## config.mk

```make
export PLATFORM = sky130hd
export DESIGN_NAME = dpram_port_arbiter
export DESIGN_NICKNAME = d
export VERILOG_FILES = /design/src/rtl/dpram_port_arbiter.sv
export SDC_FILE = /design/constraint.sdc
export NUM_CORES = 1
export LEC_CHECK = 0
export ABC_CLOCK_PERIOD_IN_PS = 5650
export CAP_MARGIN = 5
export CORE_AREA = 2 2 65 67
export CTS_CLUSTER_DIAMETER = 40
export CTS_CLUSTER_SIZE = 25
export DETAILED_ROUTE_END_ITERATION = 12
export DIE_AREA = 0 0 67 69
export PLACE_DENSITY = 0.85
export SLEW_MARGIN = 20
export SYNTH_ARGS = -nofsm -noshare
export SYNTH_HDL_FRONTEND = slang
export SYNTH_SLANG_ARGS = --single-unit
```

## constraint.sdc

```tcl
create_clock -name clk -period 5.65 [get_ports clk]
set_input_delay 0.8475 -clock clk [delete_from_list [all_inputs] [get_ports clk]]
set_output_delay 0.8475 -clock clk [all_outputs]
set_load 0.05 [all_outputs]
```

## src/rtl/dpram_port_arbiter.sv

```systemverilog
// Two-client front end for a dual-port RAM: pass-through when accesses do not collide,
// round-robin serialisation on same-address conflicts involving a write.
module dpram_port_arbiter #(
  parameter int unsigned DATA_WIDTH = 8,
  parameter int unsigned ADDR_WIDTH = 4,
  parameter int unsigned CNT_WIDTH  = 16
) (
  input  logic                  clk,
  input  logic                  rst,
  // client A
  input  logic                  a_valid,
  output logic                  a_ready,
  input  logic                  a_we,
  input  logic [ADDR_WIDTH-1:0] a_addr,
  input  logic [DATA_WIDTH-1:0] a_wdata,
  output logic                  a_rvalid,
  output logic [DATA_WIDTH-1:0] a_rdata,
  // client B
  input  logic                  b_valid,
  output logic                  b_ready,
  input  logic                  b_we,
  input  logic [ADDR_WIDTH-1:0] b_addr,
  input  logic [DATA_WIDTH-1:0] b_wdata,
  output logic                  b_rvalid,
  output logic [DATA_WIDTH-1:0] b_rdata,
  // RAM port A
  output logic                  ram_we_a,
  output logic [ADDR_WIDTH-1:0] ram_addr_a,
  output logic [DATA_WIDTH-1:0] ram_din_a,
  input  logic [DATA_WIDTH-1:0] ram_dout_a,
  // RAM port B
  output logic                  ram_we_b,
  output logic [ADDR_WIDTH-1:0] ram_addr_b,
  output logic [DATA_WIDTH-1:0] ram_din_b,
  input  logic [DATA_WIDTH-1:0] ram_dout_b,
  // status
  output logic [CNT_WIDTH-1:0]  conflict_cnt,
  output logic                  prio_b
);

  logic                 conflict;
  logic                 prio_q, prio_d;
  logic [CNT_WIDTH-1:0] cnt_q, cnt_d;
  logic                 a_rvalid_q, a_rvalid_d;
  logic                 b_rvalid_q, b_rvalid_d;

  always_comb begin
    conflict = a_valid & b_valid & (a_addr == b_addr) & (a_we | b_we);

    // The loser of a conflict becomes the priority holder for the next one.
    a_ready = ~rst & (~conflict | ~prio_q);
    b_ready = ~rst & (~conflict | prio_q);

    ram_we_a   = a_valid & a_ready & a_we;
    ram_addr_a = a_addr;
    ram_din_a  = a_wdata;
    ram_we_b   = b_valid & b_ready & b_we;
    ram_addr_b = b_addr;
    ram_din_b  = b_wdata;

    prio_d = prio_q;
    cnt_d  = cnt_q;
    if (conflict) begin
      prio_d = ~prio_q;
      if (cnt_q != '1) cnt_d = cnt_q + CNT_WIDTH'(1);
    end

    a_rvalid_d = a_valid & a_ready & ~a_we;
    b_rvalid_d = b_valid & b_ready & ~b_we;
  end

  always_ff @(posedge clk) begin
    if (rst) begin
      prio_q     <= 1'b0;
      cnt_q      <= '0;
      a_rvalid_q <= 1'b0;
      b_rvalid_q <= 1'b0;
    end else begin
      prio_q     <= prio_d;
      cnt_q      <= cnt_d;
      a_rvalid_q <= a_rvalid_d;
      b_rvalid_q <= b_rvalid_d;
    end
  end

  // A response pending when reset arrives is dropped immediately.
  assign a_rvalid     = a_rvalid_q & ~rst;
  assign b_rvalid     = b_rvalid_q & ~rst;
  assign a_rdata      = ram_dout_a;
  assign b_rdata      = ram_dout_b;
  assign conflict_cnt = cnt_q;
  assign prio_b       = prio_q;

endmodule

```

==> metrics, run 1 <==
status=finished, final reports clean; HP Class=register to register; grt total ovfl=0; Least-Margin Pin Slew=0.835 ns; initial antenna violation count=0; core area=between 3000 and 4000 um2; Pre-Repair DR Iteration Count=4; Critical Path Stages=4; gr usage total=12.8%; placed instance area=1520 um2; Clock Skews=about 0.0041 ns; clock sinks=19; vias in the first global route=1085; Final HPWL DP=2100 um; Routed Antenna Nets=0; unrepaired setup endpoints after global routing=no; CP arrival=between 3 and 4 ns; Post-Route WL=2920 um; placer congestion estimate=0.822; Logic pwr share=roughly 18%; most area-consuming cells after synthesis=dfxtp_1, buf_4, xor2_1; cell breakdown of the critical path=clkdlybuf4s50_1 -> a31oi_1 -> and3_1 -> clkdlybuf4s50_1; worst skew pair latency=0.26 ns; reg2reg setup slack=3.65 ns; post-CTS sizing=0; period utilization=70.5%; peak supply drop=100 uV; switching share of power=27.5%; Vias=1113; fin nets=roughly 220; Setup-failing EPs final=0; Max-Cap Viols=0; Final Max Tran Viols=0; ratio of cells with drive above 1 in the final layout=6.43%; Syn Inst Count=166; worst path bufs/invs=2; DR WL/cell=13.2 um; crit path max fanout=22; Mapped Area=1340 um2; Cell variety after synth=34; Layout area overhead=17.1%; Yosys top cell area share=28.4%; post-synth top area cell=dfxtp_1; CTS tree=done; Sw Pwr=0.0774 mW; CP max-delay cell=clkdlybuf4s50_1; power share of the clock group=33.8%; Critical Path Sink Type=output pin; Seq cells post-synth=19; Synth Net Count=roughly 210; Synth Flop Type=dfxtp_1; root buf cell=clkbuf_8; delay-heaviest family, CP=buffers and inverters; Slew headroom=44.1%; hold_ws=0.504 ns; Req. time, crit path=4.80 ns; ys async rst share=0%; final worst slack=1.67 ns; die area=4620 um2; YS warnings=0; Worst-path clk slew=0.07 ns; Pwr Density=about 180 nW/um2; IO Port Bufs=44; max incr delay on CP=about 0.84 ns; share of the yosys chip area belonging to registers=between 20% and 30%; internal power=0.205 mW; Post-CTS Hold Fix Bufs=0; number of synthesized flops with an enable pin=0; DR vias/cell=just over 5; Starting Density=34.2%; startpoint types=input port; Clock Path Buffers=2; CTS buffer count=3; first-pass GRT wire length=4670 um; # IOs=109; min Tclk post-route=about 4.0 ns; # H-tree levels=1; fmax=0.251 GHz; die extent in y=69 um; DRC violation count after routing=0; Post CTS Setup Buffer Count=0; Worst Path Class, Setup=input port to output pin; DP Worst Slack=1.66 ns; Hold Vio Cnt, Final=0; LEAKAGE=between 0.5 and 0.6 nW; Flop pwr share=47.9%; hold path depth=1; die width=67 um; ant diodes=0; largest net degree at the start of global routing=23; most frequent CP cell=clkdlybuf4s50_1; FILL cells=about 420; Final Cell Area=1570 um2; setup TNS=0 ns; Synth Area per Inst=a little over 8 um2; worst r2r path cells=6; row count=23; initial DRC count=47
sequential cells by signal, indices dropped and copies added (netlist names):
name,flops
prio_b,1
b_rvalid_q,1
a_rvalid_q,1
conflict_cnt,16
power by group through the flow:
stage | sequential, mW | combinational [mW] | clock (mW)
after detailed placement | 0.138 | 0.0515 | 0
final | 0.135 | 0.0516 | 0.0953
after global routing | 0.135 | 0.0541 | 0.106
after floorplan | 0.139 | 0.0937 | 0
after CTS | 0.135 | 0.0517 | 0.0995
after global placement | 0.138 | 0.0508 | 0
cell usage after synthesis, types with 2 or more instances:
master    number
or3_2          2
nand3_1        6
clkbuf_1       2
a31oi_1        2
nand4_1        8
dfxtp_1       19
nor2b_1        4
nand2_1        8
o21ai_1        2
buf_4         40
nand3_2        2
xnor2_1        2
inv_1          6
xor2_1         7
a21oi_1        9
or3_1          9
nor2_1        11
o21ai_0        8
and3_1         4
per-stage QoR:
stage / utilization [%] / std cells / total power [mW]
final: 40.0 / 221 / 0.282
after global routing: 40.0 / 221 / 0.295
after CTS: 40.0 / 221 / 0.286
after detailed placement: 38.9 / 217 / 0.190
after global placement: 38.9 / 217 / 0.189
after floorplan: - / 166 / 0.233
cell type report:
cell class	count	area, um2	area share [%]
clock buffers	4	45.0	2.88
inverters	6	22.5	1.44
multi-input cells	98	616	39.3
flip-flops and latches	19	380	24.3
well taps	50	62.6	3.99
repair buffers	44	440	28.1
cell families after synthesis:
logic type | after synthesis | synth area share [%]
compound gates | 24 | 9.82
xor+xnor | 9 | 5.89
fa+ha+maj | 1 | 0.935
buf+inv | 49 | 25.5
flops | 19 | 28.4
mux | 1 | 0.748
simple gates | 63 | 28.6
worst paths after layout:
kind                            to        startpoint
hold reg to reg   conflict_cnt[14]  conflict_cnt[14]
setup / recovery          ram_we_b               rst
setup reg to reg   conflict_cnt[1]   conflict_cnt[0]
hold / removal    conflict_cnt[14]  conflict_cnt[14]
layout by cell type, fill, tap and decap left out, drive strengths merged:
cell type | netlist | layout
ha | 1 | 1
a211oi | 1 | 1
nor2 | 12 | 12
dfxtp | 19 | 19
and3 | 4 | 4
nor3 | 1 | 1
or4 | 2 | 2
nor4b | 1 | 1
o21ai | 10 | 10
mux2i | 1 | 1
nor2b | 4 | 4
nand2 | 8 | 8
nand3b | 1 | 1
and4 | 1 | 1
or3 | 11 | 11
o211ai | 1 | 1
o31a | 1 | 1
nand4 | 9 | 9
a21oi | 9 | 9
nand3 | 8 | 8
clkbuf | 2 | 4
a31oi | 2 | 2
clkdlybuf4s50 | 0 | 44
xor2 | 7 | 7
nor4 | 1 | 1
inv | 6 | 6
xnor2 | 2 | 2
worst reg2reg max path, delay by kind of cell, from the launching register on:
| family | cells | cell delay (ns) |
|---|---|---|
| simple gates | 4 | 0.95 |
| flops | 1 | 0.42 |
| fa+ha+maj | 1 | 0.28 |
| mux | 1 | 0.22 |
layer usage:
metal  part of all wire (%)  global-route usage (%)  vias to the layer above
li1                       -                       -                      553
met1                     45                    15.8                      514
met2                     45                    18.7                       34
met3                    8.1                    4.57                       12
met4                    1.9                    7.48                        0
met5                      0                       0                        -
Power figures use the tool's default switching activity.
==> run 2: changes to the inputs <==
ABC_CLOCK_PERIOD_IN_PS = 3300   (was 5650)
CORE_AREA = 2 2 70 72   (was 2 2 65 67)
DIE_AREA = 0 0 72 74   (was 0 0 67 69)
PLACE_DENSITY = 0.78   (was 0.85)
clock period = 3.3 ns   (was 5.65 ns; I/O delays follow)
==> run 2 against run 1 <==
Via count decreased by 1.8%. Die area increased by 15%. Critical path type unchanged. Total power increased by 70%. Critical endpoint is now ram_we_a. Combinational power increased by 69%. Sequential share of layout area about the same. Cell count increased by 2.3%. Highest routed layer unchanged. Clock skew decreased by 0.0011 ns. Largest cell class unchanged.
==> metrics, run 2 (synthesis gave the netlist of run 1 again) <==
# H-tree levels=1; CTS tree=done; Post CTS Setup Buffer Count=0; Clock Path Buffers=2; ratio of cells with drive above 1 in the final layout=9.30%; post-layout power=slightly below 0.5 mW; vias in the first global route=around 1100; Vias=1093; placed instance area=1520 um2; DR WL/cell=12.9 um; root buf cell=clkbuf_8; period utilization=77.8%; min-delay src=conflict_cnt[14]; Final Max Tran Viols=0; peak supply drop=approximately 120 uV; Least-Margin Pin Slew=~0.51 ns; unrepaired setup endpoints after global routing=no; Worst-path clk slew=0.06 ns; GRT busiest layer=met2; HP Class=register to register; Final Util=34.1%; hold path depth=1; most common cell after layout, fill and taps aside=clkdlybuf4s50_1; Critical Path Sink Type=output pin; Post-Route WL=roughly 2900 um; reg2reg setup slack=1.32 ns; Max-Cap Viols=0; met3 usage in global routing=3.52%; setup TNS=0 ns; row count=25; CP arrival=around 2.1 ns; hold_ws=0.508 ns; FF-to-FF End=conflict_cnt[1]; max incr delay on CP=roughly 0.43 ns; worst r2r path cells=6; crit path max fanout=8; register area=380 um2; most frequent cells in the layout=clkdlybuf4s50_1, dfxtp_1, nor2_1; clock sinks=19; Req. time, crit path=2.80 ns; Routed Antenna Nets=0; Pre-Repair DR Iteration Count=4; FILL cells=475; DR vias/cell=4.84; LEAKAGE=0.516 nW; Final Cell Area=1570 um2; M2 GR Usage=17.6%; multi-input logic area=616 um2; fmax=roughly 0.39 GHz; Final HPWL DP=~2200 um; die area=roughly 5300 um2; cell breakdown of the critical path=clkdlybuf4s50_1 -> xor2_1 -> nor3_4 -> a31oi_1 -> and3_1 -> buf_4; ant diodes=0; core area=4600 um2; Pwr Density=306 nW/um2; initial DRC count=74; Post-CTS Hold Fix Bufs=0; Setup-failing EPs final=0; fin nets=220; Hold EP=conflict_cnt[14]; worst skew pair latency=0.26 ns; met1 Resource Use GR=13.8%; Largest register FFs=16; Hold Vio Cnt, Final=0; largest net degree at the start of global routing=22; initial antenna violation count=0; DRC violation count after routing=0; startpoint types=input port; CTS buffer count=3; gr usage total=between 10 and 15%; placer congestion estimate=between 0.7 and 0.8; # IOs=109; Critical R2R Launch=conflict_cnt[0]; Layout area overhead=17.3%; min Tclk post-route=2.57 ns; Clock Skews=0.00301 ns; die extent in y=between 70 and 80 um; first-pass GRT wire length=around 4700 um; die width=a little over 70 um; Starting Density=29.1%; post-CTS sizing=0; CP max-delay cell=clkdlybuf4s50_1; IO Port Bufs=44; Slew headroom=65.8%; Worst Path Class, Setup=input port to output pin; status=finished, final reports clean; grt total ovfl=0
-- run 2: worst max-delay path by stage --
stage	from	endpoint	cells after the start
3_3_place_gp	b_addr[0]	ram_we_a	6
6_report	b_addr[0]	ram_we_a	6
5_1_grt	b_addr[0]	ram_we_b	6
3_5_place_dp	b_addr[0]	ram_we_a	6
4_1_cts	b_addr[0]	ram_we_a	6
2_1_floorplan	b_we	ram_we_a	4
-- run 2: area by class of cell --
| type | count | area share [%] |
|---|---|---|
| repair buffers | 45 | 27.9 |
| inverters | 6 | 1.44 |
| flip-flops and latches | 19 | 24.2 |
| multi-input cells | 98 | 39.2 |
| clock buffers | 4 | 2.87 |
| well taps | 54 | 4.31 |
-- run 2: where the power goes --
group | total [mW] | internal, mW | switching [mW]
logic | 0.0874 | 0.0335 | 0.0538
clock network | 0.162 | 0.0860 | 0.0756
registers | 0.231 | 0.231 | 0.000577
-- run 2: layer usage --
layer	vias up	wire length, um
li1	552	-
met1	499	1240
met2	31	1350
met3	11	261
met4	0	78
met5	-	0
-- run 2: through the flow --
step	setup slack, ns	std cells
after floorplan	0.401	166
after global placement	0.752	222
after detailed placement	0.723	222
after CTS	0.722	226
after global routing	0.618	226
final	0.732	226
-- run 2: worst max-delay path, delay by kind of cell --
kind                      cells  cell delay (ns)
AOI/OAI and AO/OA             1             0.18
xor gates and xnor gates      1             0.20
buffers and inverters         2             0.61
and+or+nand+nor               2             0.58
==> run 3: changes to the inputs <==
ABC_CLOCK_PERIOD_IN_PS = 2300   (was 3300)
clock period = 2.3 ns   (was 3.3 ns; I/O delays follow)
==> run 3 against run 2 <==
Clock skew shrank 0.0019 ns. First-iteration DRC count shrank 9.5%. Routed wire length shrank 2.1%. Via count grew 1.0%. Clock power grew 42%. Global-route usage shrank 0.51 points. Hold slack lost 0.0025 ns. Register-to-register slack lost 1.1 ns. Total power grew 46%. Cell count grew 2.2%. Largest power group unchanged.
==> metrics, run 3 (synthesis gave the netlist of run 1 again) <==
status=finished, final reports clean; Routed Antenna Nets=0; reg2reg setup slack=approximately 0.24 ns; ant diodes=0; CP max-delay cell=clkdlybuf4s50_1; FF-to-FF End=conflict_cnt[1]; gr usage total=10.8%; grt total ovfl=0; worst r2r path cells=7; CTS tree=done; clock sinks=19; Critical Path Sink Type=output pin; Largest register FFs=16; placer congestion estimate=0.735; CP arrival=1.82 ns; delay-heaviest family, CP=buffers and inverters; hold path depth=2; Pre-Repair DR Iteration Count=4; hold_ws=0.505 ns; CTS buffer count=3; Least-Margin Pin Slew=0.512 ns; Final Non-Filler Cells=231; DR WL/cell=12.4 um; die width=72 um; most common cell after layout, fill and taps aside=clkdlybuf4s50_1; root buf cell=clkbuf_8; die extent in y=74 um; die area=5330 um2; Post-CTS Hold Fix Bufs=0; peak supply drop=about 160 uV; startpoint types=input port; period utilization=93.9%; Final Max Tran Viols=0; row count=25; Layout area overhead=23.9%; fmax=around 0.46 GHz; Worst-path clk slew=0.07 ns; crit path max fanout=8; Clock Path Buffers=2; Setup-failing EPs final=0; initial DRC count=67; DRC violation count after routing=0; most frequent cells in the layout=clkdlybuf4s50_1, dfxtp_1, buf_4; Starting Density=29.1%; placed instance area=1610 um2; worst skew pair latency=0.25 ns; Critical R2R Launch=conflict_cnt[1]; unrepaired setup endpoints after global routing=no; # H-tree levels=1; Hold Vio Cnt, Final=0; largest net degree at the start of global routing=19; ratio of cells with drive above 1 in the final layout=17.5%; placed insts=227; HP Class=register to register; worst path bufs/invs=2; min-delay src=conflict_cnt[10]; Post CTS Setup Buffer Count=0; fin nets=225; vias in the first global route=1017; Pwr Density=424 nW/um2; # IOs=between 100 and 150; initial antenna violation count=0; Worst Path Class, Setup=input port to output pin; Final Cell Area=1660 um2; Post-Route WL=2860 um; IO Port Bufs=44; post-CTS sizing=0; Hold EP=conflict_cnt[10]; Final HPWL DP=between 2000 and 2500 um; min Tclk post-route=2.16 ns; Req. time, crit path=1.96 ns; core area=between 4000 and 5000 um2; first-pass GRT wire length=4620 um; Max-Cap Viols=0; DR vias/cell=4.78; cell breakdown of the critical path=clkdlybuf4s50_1 -> o211ai_1 -> nor2_4 -> a31oi_1 -> and3_1 -> buf_12; LEAKAGE=0.573 nW; Slew headroom=65.7%; setup TNS=0 ns; Vias=1104; Clock Skews=0.00108 ns; max incr delay on CP=0.44 ns
==> run 3: cell types whose count changed in the layout (fill, tap and decap cells not counted) <==
cell and change:
clkdlybuf4s50_1 -10, buf_4 +9, buf_12 +6
==> run 3: metal layers <==
layer	part of all wire, %	vias up	global-route usage (%)
met3	9.1	8	3.39
met2	46	33	17.2
met4	1.9	0	5.03
met1	43	502	13.4
li1	-	561	-
met5	0	-	0
==> run 3: worst reg2reg max path: cells and delay by family, from the launching register on <==
| family | cells | cell delay (ns) |
|---|---|---|
| adders and majority gates | 1 | 0.28 |
| buffers and inverters | 1 | 0.17 |
| DFF | 1 | 0.42 |
| muxes | 1 | 0.19 |
| and+or+nand+nor | 4 | 0.90 |
==> run 3: cell type report <==
type	count	area, um2
Clock buffer	4	45.0
Tap cell	54	67.6
Fill cell	465	2940
Inverter	6	22.5
Sequential cell	19	380
Multi-Input combinational cell	98	616
Timing Repair Buffer	50	526
==> run 3: how the worst max path moves through the flow <==
stage	startpoint	end	slack [ns]	cells after the start
floorplan	b_we	ram_we_a	-0.30	4
global placement	b_we	ram_we_a	0.13	6
detailed placement	b_addr[0]	conflict_cnt[11]	0.11	7
CTS	b_we	ram_we_a	0.13	6
global route	b_addr[1]	ram_we_b	0.05	6
finish	b_we	ram_we_a	0.14	6
==> run 3: power breakdown <==
group,internal (mW),switching [mW]
sequential,0.331,0.000535
clock,0.123,0.107
combinational,0.0603,0.0809
total,0.514,0.188
==> run 3: through the flow <==
step                util [%]  worst slack (ns)  total power, mW
floorplan                  -            -0.299            0.571
global placement        35.0             0.128            0.479
detailed placement      35.0             0.109            0.481
CTS                     36.0             0.128            0.712
global route            36.0            0.0513            0.732
finish                  36.0             0.139            0.702
